## src/rtl/div_pkg.sv

```systemverilog
// Package: div_pkg
// Shared types and defaults for the sequential restoring divider.
//   div_state_t        : FSM state encoding (IDLE, LOAD, CALC, DONE)
//   DIV_WIDTH_DEFAULT  : default operand/result width
package div_pkg;

    typedef enum logic [1:0] {
        IDLE,
        LOAD,
        CALC,
        DONE
    } div_state_t;

    localparam int DIV_WIDTH_DEFAULT = 8;

endpackage

```

## src/rtl/div_step.sv

```systemverilog
// Module: div_step
// One combinational restoring-division iteration: shift {R,Q} left by one,
// trial-subtract the divisor from the shifted remainder, and keep the
// difference (shifting a 1 into Q) when it is non-negative.
// Ports:
//   i_rem      in   WIDTH  partial remainder R (always < divisor, so the
//                          WIDTH+1-bit register's top bit is zero and is not carried)
//   i_quo      in   WIDTH  partial quotient / remaining dividend bits Q
//   i_divisor  in   WIDTH  divisor magnitude
//   o_rem      out  WIDTH  next partial remainder
//   o_quo      out  WIDTH  next partial quotient
module div_step #(
    parameter int WIDTH = 8
) (
    input  logic [WIDTH-1:0] i_rem,
    input  logic [WIDTH-1:0] i_quo,
    input  logic [WIDTH-1:0] i_divisor,
    output logic [WIDTH-1:0] o_rem,
    output logic [WIDTH-1:0] o_quo
);

    logic [WIDTH:0] w_rem_sh;
    logic [WIDTH:0] w_diff;

    // Shifted remainder needs WIDTH+1 bits: R < divisor, so 2R+1 < 2^(WIDTH+1).
    assign w_rem_sh = {i_rem, i_quo[WIDTH-1]};

    // Two's-complement subtract: invert the zero-extended divisor, carry-in 1.
    // The top bit of the difference is the borrow (1 = shifted R < divisor).
    assign w_diff = w_rem_sh + ~{1'b0, i_divisor} + {{WIDTH{1'b0}}, 1'b1};

    assign o_rem = w_diff[WIDTH] ? w_rem_sh[WIDTH-1:0] : w_diff[WIDTH-1:0];
    assign o_quo = {i_quo[WIDTH-2:0], ~w_diff[WIDTH]};

endmodule

```

## src/rtl/seq_divider.sv

```systemverilog
// Module: seq_divider
// Sequential shift-subtract (restoring) divider, one quotient bit per clock.
// Sequence: IDLE -> LOAD -> CALC (WIDTH cycles) -> DONE -> IDLE; a zero
// divisor skips CALC and reports all-ones quotient, remainder = dividend.
// Optional feature macro: SIGNED_DIV_EN (two's-complement operands via a
// magnitude/sign wrapper around the unsigned core; quotient truncates toward
// zero, remainder takes the dividend's sign). Undefined = unsigned only.
// Ports:
//   clk          in   1      rising-edge clock
//   reset        in   1      asynchronous active-low reset
//   start        in   1      request a division (sampled only in IDLE)
//   dividend     in   WIDTH  numerator, captured on the accepting edge
//   divisor      in   WIDTH  denominator, captured on the accepting edge
//   busy         out  1      high in LOAD, CALC and DONE
//   done         out  1      one-cycle pulse in DONE; results valid from here
//   quotient     out  WIDTH  result, held until the next result is written
//   remainder    out  WIDTH  result, held until the next result is written
//   div_by_zero  out  1      set with done on a zero divisor; cleared on accept
module seq_divider
    import div_pkg::*;
#(
    parameter int WIDTH = DIV_WIDTH_DEFAULT
) (
    input  logic             clk,
    input  logic             reset,
    input  logic             start,
    input  logic [WIDTH-1:0] dividend,
    input  logic [WIDTH-1:0] divisor,
    output logic             busy,
    output logic             done,
    output logic [WIDTH-1:0] quotient,
    output logic [WIDTH-1:0] remainder,
    output logic             div_by_zero
);

    localparam int CNT_W = $clog2(WIDTH);

    div_state_t       r_state;
    div_state_t       w_state_next;

    logic [WIDTH-1:0] r_dividend;
    logic [WIDTH-1:0] r_divisor;
    logic [WIDTH-1:0] r_rem;
    logic [WIDTH-1:0] r_quo;
    logic [CNT_W-1:0] r_cnt;
    logic [WIDTH-1:0] r_quotient;
    logic [WIDTH-1:0] r_remainder;
    logic             r_div_by_zero;

    logic [WIDTH-1:0] w_dvd_mag;
    logic [WIDTH-1:0] w_dvs_mag;
    logic [WIDTH-1:0] w_rem_next;
    logic [WIDTH-1:0] w_quo_next;
    logic [WIDTH-1:0] w_quo_res;
    logic [WIDTH-1:0] w_rem_res;
    logic             w_dvs_zero;

    assign w_dvs_zero = (r_divisor == '0);

`ifdef SIGNED_DIV_EN
    logic r_sign_q;
    logic r_sign_r;

    // Core works on magnitudes; -2^(WIDTH-1) maps to 2^(WIDTH-1) unsigned.
    assign w_dvd_mag = r_dividend[WIDTH-1] ? -r_dividend : r_dividend;
    assign w_dvs_mag = r_divisor[WIDTH-1]  ? -r_divisor  : r_divisor;
    assign w_quo_res = r_sign_q ? -w_quo_next : w_quo_next;
    assign w_rem_res = r_sign_r ? -w_rem_next : w_rem_next;

    always_ff @(posedge clk or negedge reset) begin
        if (!reset) begin
            r_sign_q <= 1'b0;
            r_sign_r <= 1'b0;
        end else if (r_state == LOAD) begin
            r_sign_q <= r_dividend[WIDTH-1] ^ r_divisor[WIDTH-1];
            r_sign_r <= r_dividend[WIDTH-1];
        end
    end
`else
    assign w_dvd_mag = r_dividend;
    assign w_dvs_mag = r_divisor;
    assign w_quo_res = w_quo_next;
    assign w_rem_res = w_rem_next;
`endif

    div_step #(
        .WIDTH     (WIDTH)
    ) u_step (
        .i_rem     (r_rem),
        .i_quo     (r_quo),
        .i_divisor (w_dvs_mag),
        .o_rem     (w_rem_next),
        .o_quo     (w_quo_next)
    );

    // NOTE: sequential state uses non-blocking (<=) so every register samples
    // pre-edge values; blocking here would create order-dependent behaviour.
    always_ff @(posedge clk or negedge reset) begin
        if (!reset) begin
            r_state <= IDLE;
        end else begin
            r_state <= w_state_next;
        end
    end

    // NOTE: next state defaults to the current state before the case so every
    // path assigns it and no latch is inferred.
    always_comb begin
        w_state_next = r_state;
        case (r_state)
            IDLE:    if (start) w_state_next = LOAD;
            LOAD:    w_state_next = w_dvs_zero ? DONE : CALC;
            CALC:    if (r_cnt == '0) w_state_next = DONE;
            DONE:    w_state_next = IDLE;
            default: w_state_next = IDLE;
        endcase
    end

    // NOTE: operand and working registers are reset too; they are few, and a
    // known value keeps the outputs at zero after reset without extra gating.
    always_ff @(posedge clk or negedge reset) begin
        if (!reset) begin
            r_dividend    <= '0;
            r_divisor     <= '0;
            r_rem         <= '0;
            r_quo         <= '0;
            r_cnt         <= '0;
            r_quotient    <= '0;
            r_remainder   <= '0;
            r_div_by_zero <= 1'b0;
        end else begin
            case (r_state)
                IDLE: begin
                    if (start) begin
                        r_dividend    <= dividend;
                        r_divisor     <= divisor;
                        r_div_by_zero <= 1'b0;
                    end
                end
                LOAD: begin
                    r_rem <= '0;
                    r_quo <= w_dvd_mag;
                    r_cnt <= CNT_W'(WIDTH - 1);
                    if (w_dvs_zero) begin
                        r_quotient    <= '1;
                        r_remainder   <= r_dividend;
                        r_div_by_zero <= 1'b1;
                    end
                end
                CALC: begin
                    r_rem <= w_rem_next;
                    r_quo <= w_quo_next;
                    r_cnt <= r_cnt - CNT_W'(1);
                    // Publish on the last iteration so results are valid in DONE.
                    if (r_cnt == '0) begin
                        r_quotient  <= w_quo_res;
                        r_remainder <= w_rem_res;
                    end
                end
                default: ;
            endcase
        end
    end

    assign busy        = (r_state != IDLE);
    assign done        = (r_state == DONE);
    assign quotient    = r_quotient;
    assign remainder   = r_remainder;
    assign div_by_zero = r_div_by_zero;

endmodule
```

## config.mk

```make
export PLATFORM = sky130hd
export DESIGN_NAME = seq_divider
export DESIGN_NICKNAME = d
export VERILOG_FILES = /design/src/rtl/div_pkg.sv /design/src/rtl/div_step.sv /design/src/rtl/seq_divider.sv
export SDC_FILE = /design/constraint.sdc
export NUM_CORES = 1
export LEC_CHECK = 0
export CORE_UTILIZATION = 32
export CTS_CLUSTER_DIAMETER = 200
export CTS_CLUSTER_SIZE = 40
export DETAILED_ROUTE_END_ITERATION = 8
export DONT_BUFFER_PORTS = 1
export GPL_TIMING_DRIVEN = 0
export PLACE_DENSITY = 0.54
export REMOVE_ABC_BUFFERS = 1
export SKIP_LAST_GASP = 1
export SYNTH_ARGS = -nofsm -noshare
export SYNTH_HDL_FRONTEND = slang
export SYNTH_SLANG_ARGS = --single-unit
export TNS_END_PERCENT = 100
```

## constraint.sdc

```tcl
create_clock -name clk -period 4.1 [get_ports clk]
set_clock_uncertainty 0.1 [all_clocks]
set_input_delay 0.205 -clock clk [delete_from_list [all_inputs] [get_ports clk]]
set_output_delay 0.205 -clock clk [all_outputs]
set_load 0.01 [all_outputs]
```

Yosys cells after proc, flatten, opt, wreduce, memory -nomap -nowiden:

Cells that the tools add are included.

* register bits: 54
* logic and storage cells: 47
* input bits: 19
* output and inout port bits: 19

* mux-type cells: 17
* equality and inequality tests: 6
* $add $sub $neg: 3
* bitwise operators: 2
* reductions and logical operators: 10

Operators with widths (number)
* $pmux 8 s2: 4
* $mux 8: 5
* $add 9x1->9 const B: 1
* $add 9x9->9: 1
* $not 8->9: 1
* $logic_not 8->1: 1
* $pmux 2 s4: 1
* $ne 2x2->1 const B: 3
* $pmux 3 s2: 1
* $reduce_and 3->1: 2
* $reduce_bool 2->1: 3
* $eq 2x2->1 const B: 2
* $mux 2: 2
* $reduce_and 2->1: 2
* $logic_not 3->1: 1
* $mux 1: 3
* $sub 3x1->3 const B: 1
* $eq 2x1->1 const B: 1
* $logic_not 2->1: 1
* $pmux 1 s2: 1
* $not 1->1: 1

Logic depth before layout (Yosys ltp):

* word-level depth: 6
* gate-level depth with buffers: 10
* gate-level depth less buffers: 9

By module:

Synthesis repeated with hierarchy kept, for this count alone.

* cells, all modules: 290
* area total of the unflattened synthesis: 2941.6 um^2

Modules (own cells, without submodules)
* seq_divider: cells an instance 225, area an instance 2403.6 um^2, seq. area each 1351.3 um^2, instances 1
* div_step: cells an instance 65, area an instance 538.0 um^2, seq. area each 0.0 um^2, instances 1

Worst setup path before layout:

No wires, ideal clock.

* path type: register to register
* start: register r_quo[7]
* end: register r_rem[5]
* data required time: 3.873 ns
* setup slack: 1.722 ns
* period minus slack after synthesis: 2.378 ns
* stages on the path, launching flop included: 11
* data arrival time: 2.151 ns
* cell sequence: dfrtp_1 -> inv_1 -> ha_1 -> inv_1 -> fa_1 -> a211oi_2 -> o211a_1 -> o211ai_2 -> buf_2 -> a41oi_1 -> o21ai_1

* longest elaborated chain between the ends: 4

RTL lines
* start, declared: RTL line seq_divider.sv:44 `logic [WIDTH-1:0] r_quo;`
* start signal, assigned: RTL line seq_divider.sv:142 `r_quo <= w_dvd_mag;`
* start signal, assigned: RTL line seq_divider.sv:152 `r_quo <= w_quo_next;`
* $add 9x9->9: RTL line div_step.sv:30 `assign w_diff = w_rem_sh + ~{1'b0, i_divisor} + {{WIDTH{1'b0}}, 1'b1};`
* $add 9x1->9: RTL line div_step.sv:30
* $mux 8: RTL line div_step.sv:32 `assign o_rem = w_diff[WIDTH] ? w_rem_sh[WIDTH-1:0] : w_diff[WIDTH-1:0];`
* $pmux 8 s2: RTL line seq_divider.sv:132 `case (r_state)`
* end signal, assigned: RTL line seq_divider.sv:151 `r_rem <= w_rem_next;`
* end, declared: RTL line seq_divider.sv:43 `logic [WIDTH-1:0] r_rem;`

No other way between the ends.
A chain may end at the register's enable or synchronous reset.

Worst setup path in the final report:

* start: register r_state[0]
* end: register r_quotient[5], in the netlist quotient[5]

* longest elaborated chain between the ends: 3
* elaborated cells between the ends (all ways): 7

RTL lines
* start, declared: RTL line seq_divider.sv:38 `div_state_t r_state;`
* start signal, assigned: RTL line seq_divider.sv:102 `r_state <= w_state_next;`
* $eq 2x2->1 or $eq 2x1->1 (tied branches): RTL line seq_divider.sv:132
* $ne 2x2->1 (no line) or $reduce_bool 2->1 (tied branches)
* $reduce_and 3->1 (no line)
* end signal, assigned: RTL line seq_divider.sv:156 `r_quotient <= w_quo_res;`
* end, declared: RTL line seq_divider.sv:46 `logic [WIDTH-1:0] r_quotient;`

Several ways; a longest one is shown, not always the timed one.

==> impl_metrics.py <==
metrics = {
    "timing": {
        "drv_slew": 0,
        "setup_violations": 0,
        "period_minus_slack_ps": 3190,
        "post-route-period-util_pct": 77.7,
        "fmax_mhz": 314,
        "finalSetupTns_ps": 0,
        "slew_headroom_pct": 16.9,
        "tightest_slew_ps": 1250,
        "final_hold_viol_count": 0,
        "hold_ws_ps": 16.8,
        "rsz0062_at_grt": "no",
    },
    "global_routing": {
        "overflow": 0,
        "met2_usage_pct": 24.1,
        "grt_pass1_wl_um": 11900,
        "grt_util_met1_pct": 21.1,
        "grt_max_degree": 55,
        "gr-max-usage-layer": "met2",
        "grt_usage_pct": 15.0,
        "antenna_found_initial": 0,
        "grt_pass1_vias": 2253,
        "grt_use_met3_pct": 2.64,
    },
    "synthesis": {
        "synth_area_um2": 3120,
        "synth_cell_types": 54,
        "ys_seq_elements": 54,
        "synth_warnings": 0,
        "ys.flop_type": "dfrtp_1",
        "synthCells": 305,
        "synthArstFlopShare_pct": 100,
        "synth_edf_count": 0,
        "avgSynthCellArea_um2": 10.2,
        "ys_seq_area_share_pct": 43.3,
    },
    "detailed_routing": {
        "drc": 0,
        "routed-via-count": 2304,
        "viasPerCell": 5.19,
        "ant_nets": 0,
        "drt_first_pass_iters": 4,
        "post_drt_wl_per_cell_um": 16.1,
        "wirelength_um": 7160,
        "drt_iter0_markers": 93,
    },
    "power": {
        "pwr-share-clk_pct": 12.0,
        "power_frac_seq_pct": 36.6,
        "p_per_area_nw_per_um2": 761,
        "peakVddDrop_v": 0.000273,
        "power.internal_mw": 1.43,
        "p_sw_share_pct": 46.4,
        "netSwitchingPower_mw": 1.24,
        "p_leak_nw": 1.43,
        "p_comb_share_pct": 51.4,
    },
    "cells_and_area": {
        "drive_gt1_share_pct": 11.4,
        "final_net_count": 349,
        "area_delta_synth_final_pct": 12.2,
        "design_area_um2": 3500,
        "post-route-util_pct": 37.5,
        "diodes": 0,
    },
    "clock_tree": {
        "root_buffer": "clkbuf_8",
        "cts_tree": "built",
        "cts_setup_buffers": 0,
        "numCtsBuffers": 5,
        "clk_pin_slew_ps": 100,
        "cts.path.max_buffers": 2,
        "clk_latency_ps": 310,
        "cts-htree-levels": 2,
        "clkSinkCount": 54,
    },
    "worst_hold_path": {
        "hold_path.class": "in2reg",
    },
    "setup_path": {
        "crit_start": "r_state[0]",
        "path_class": "reg2reg",
        "crit_path_top_delay_cell": "ha_2",
        "worstPathRequired_ps": 4240,
        "cpPeakStageDelay_ps": 710,
        "cp.depth": 7,
        "path_cells": "inv_1 -> ha_2 -> nand2_1 -> o21ai_1 -> and2_1 -> o21ai_0 -> o21ai_1",
        "end_kind": "register",
        "cp_max_fo": 35,
        "reg2reg_depth": 7,
        "critPathBufInv": 1,
        "critical_path.top_delay_family": "simple AND/OR/NAND/NOR gates",
        "reg2reg_slack_ps": 910,
        "start_kind": "register",
        "cp_common_cell": "o21ai_1",
        "timing.rr.start": "r_state[0]",
        "timing.rr.end": "quotient[5]",
        "critPathCapture": "quotient[5]",
        "arrival_ps": 3320,
    },
    "floorplanning": {
        "die_w_um": 101,
        "dieArea_um2": 10200,
        "io_pins": 38,
        "num_rows": 35,
        "fp.coreArea_um2": 9330,
        "start_util_pct": 33.5,
        "die_h_um": 101,
    },
    "run_status": {
        "status": "finished clean",
    },
    "run": {
        "cap_violations": 0,
    },
    "placed_design": {
        "io_buffers": 0,
        "postPlaceCellArea_um2": 3200,
        "dpl.hpwl_um": 5000,
        "place_congestion": 0.796,
    },
}
-- metrics by stage --
stage / worst slack [ps] / power (mW) / std cells
finish: 913 / 2.66 / 444
global route: 542 / 2.89 / 444
CTS: 372 / 2.69 / 444
detailed placement: 411 / 2.33 / 418
global placement: 471 / 2.29 / 418
floorplan: 1330 / 1.98 / 289
-- state kept, by name, indices dropped and copies added, names as in the netlist --
register     cells
r_dividend       8
div_by_zero      1
remainder        8
r_quo            8
r_cnt            3
r_divisor        8
r_rem            8
r_state          2
quotient         8
-- worst reg2reg max path, stage by stage (launching register included) --
cell and delay (ps):
dfrtp_1 440, inv_1 120, ha_2 710, nand2_1 280
o21ai_1 470, and2_1 660, o21ai_0 210, o21ai_1 120
-- layout make-up --
type | count | area, um^2
Fill cell | 939 | 5830
Inverter | 30 | 113
Sequential cell | 54 | 1350
Clock inverter | 2 | 16.3
Tap cell | 129 | 161
Clock buffer | 6 | 82.6
Multi-Input combinational cell | 205 | 1580
Timing Repair Buffer | 18 | 198
-- repair_timing --
action,4_1_cts,5_1_grt
hold endpoints to repair,70,0
setup endpoints to repair,0,0
hold buffers,18,0
gates resized for setup,0,0
-- per-layer routing --
| layer | routed length, um | up-vias |
|---|---|---|
| met5 | 0 | - |
| li1 | - | 1144 |
| met2 | 3410 | 32 |
| met3 | 232 | 7 |
| met1 | 3440 | 1121 |
| met4 | 72 | 0 |
-- how the worst min path moves through the flow --
stage / startpoint / endpoint / slack, ps / depth (start not counted)
global route: start / div_by_zero / 20 / 2
CTS: start / div_by_zero / 8 / 2
global placement: reset / r_divisor[0] / -190 / 0
finish: start / div_by_zero / 20 / 2
floorplan: reset / div_by_zero / -190 / 0
detailed placement: reset / r_divisor[1] / -190 / 0
-- power groups by stage --
stage / combinational [mW] / clock (mW) / sequential, mW
2_1_floorplan: 1.06 / 0 / 0.923
3_3_place_gp: 1.31 / 0 / 0.985
5_1_grt: 1.54 / 0.351 / 1.01
6_report: 1.37 / 0.320 / 0.975
4_1_cts: 1.38 / 0.333 / 0.980
3_5_place_dp: 1.34 / 0 / 0.991
-- synth_stat cells, types with 4 or more instances --
cell type  number  share of area, %
nor2b_1         4              0.80
ha_1           15               6.0
clkbuf_1        8              0.96
o21ai_1        13               2.1
nand4_1         5               1.0
o21ai_0        10               1.6
nand3_1         9               1.4
o22a_1          5               1.4
nand2_1         8              0.96
mux2_2         18               6.5
a31oi_1         4              0.80
inv_1          30               3.6
mux2i_1        12               3.8
a21oi_1        20               3.2
dfrtp_1        54                43
a211o_1         4               1.1
o2111ai_1       5               1.4
nand2b_1        4              0.80
nor2_1         18               2.2
o22ai_1         5               1.0
-- kinds of logic (layout without fill, tap and decap cells) --
kind of cell,count (synthesis),count (layout),synth area share (%)
buffers and inverters,46,56,6.13
adder cells (fa/ha/maj),16,16,6.66
XOR/XNOR,4,4,1.12
multiplexers,30,30,10.3
AND/OR/NAND/NOR,59,59,10.7
AO/OA/AOI/OAI,96,96,21.7
flip-flops,54,54,43.3
-- layout by cell type, fill, tap and decap left out, types with 2 or more instances in the layout --
master,count
dfrtp_1,54
inv_1,30
a21oi_1,20
mux2_2,18
nor2_1,18
dlygate4sd3_1,17
ha_1,14
o21ai_1,13
mux2i_1,12
o21ai_0,10
nand3_1,9
nand2_1,8
clkbuf_8,6
nand4_1,5
o2111ai_1,5
o22ai_1,5
o22a_1,5
nor2b_1,4
nand2b_1,4
a31oi_1,4
a211o_1,4
o221ai_1,3
o31ai_1,3
o211ai_2,2
a21o_1,2
and2_1,2
a211oi_1,2
o211ai_1,2
xor2_1,2
a41oi_1,2
xnor2_1,2
o311ai_1,2
nor4_4,2
nand4b_1,2
o41ai_1,2
Note: power is estimated with default switching activity, not from simulation.
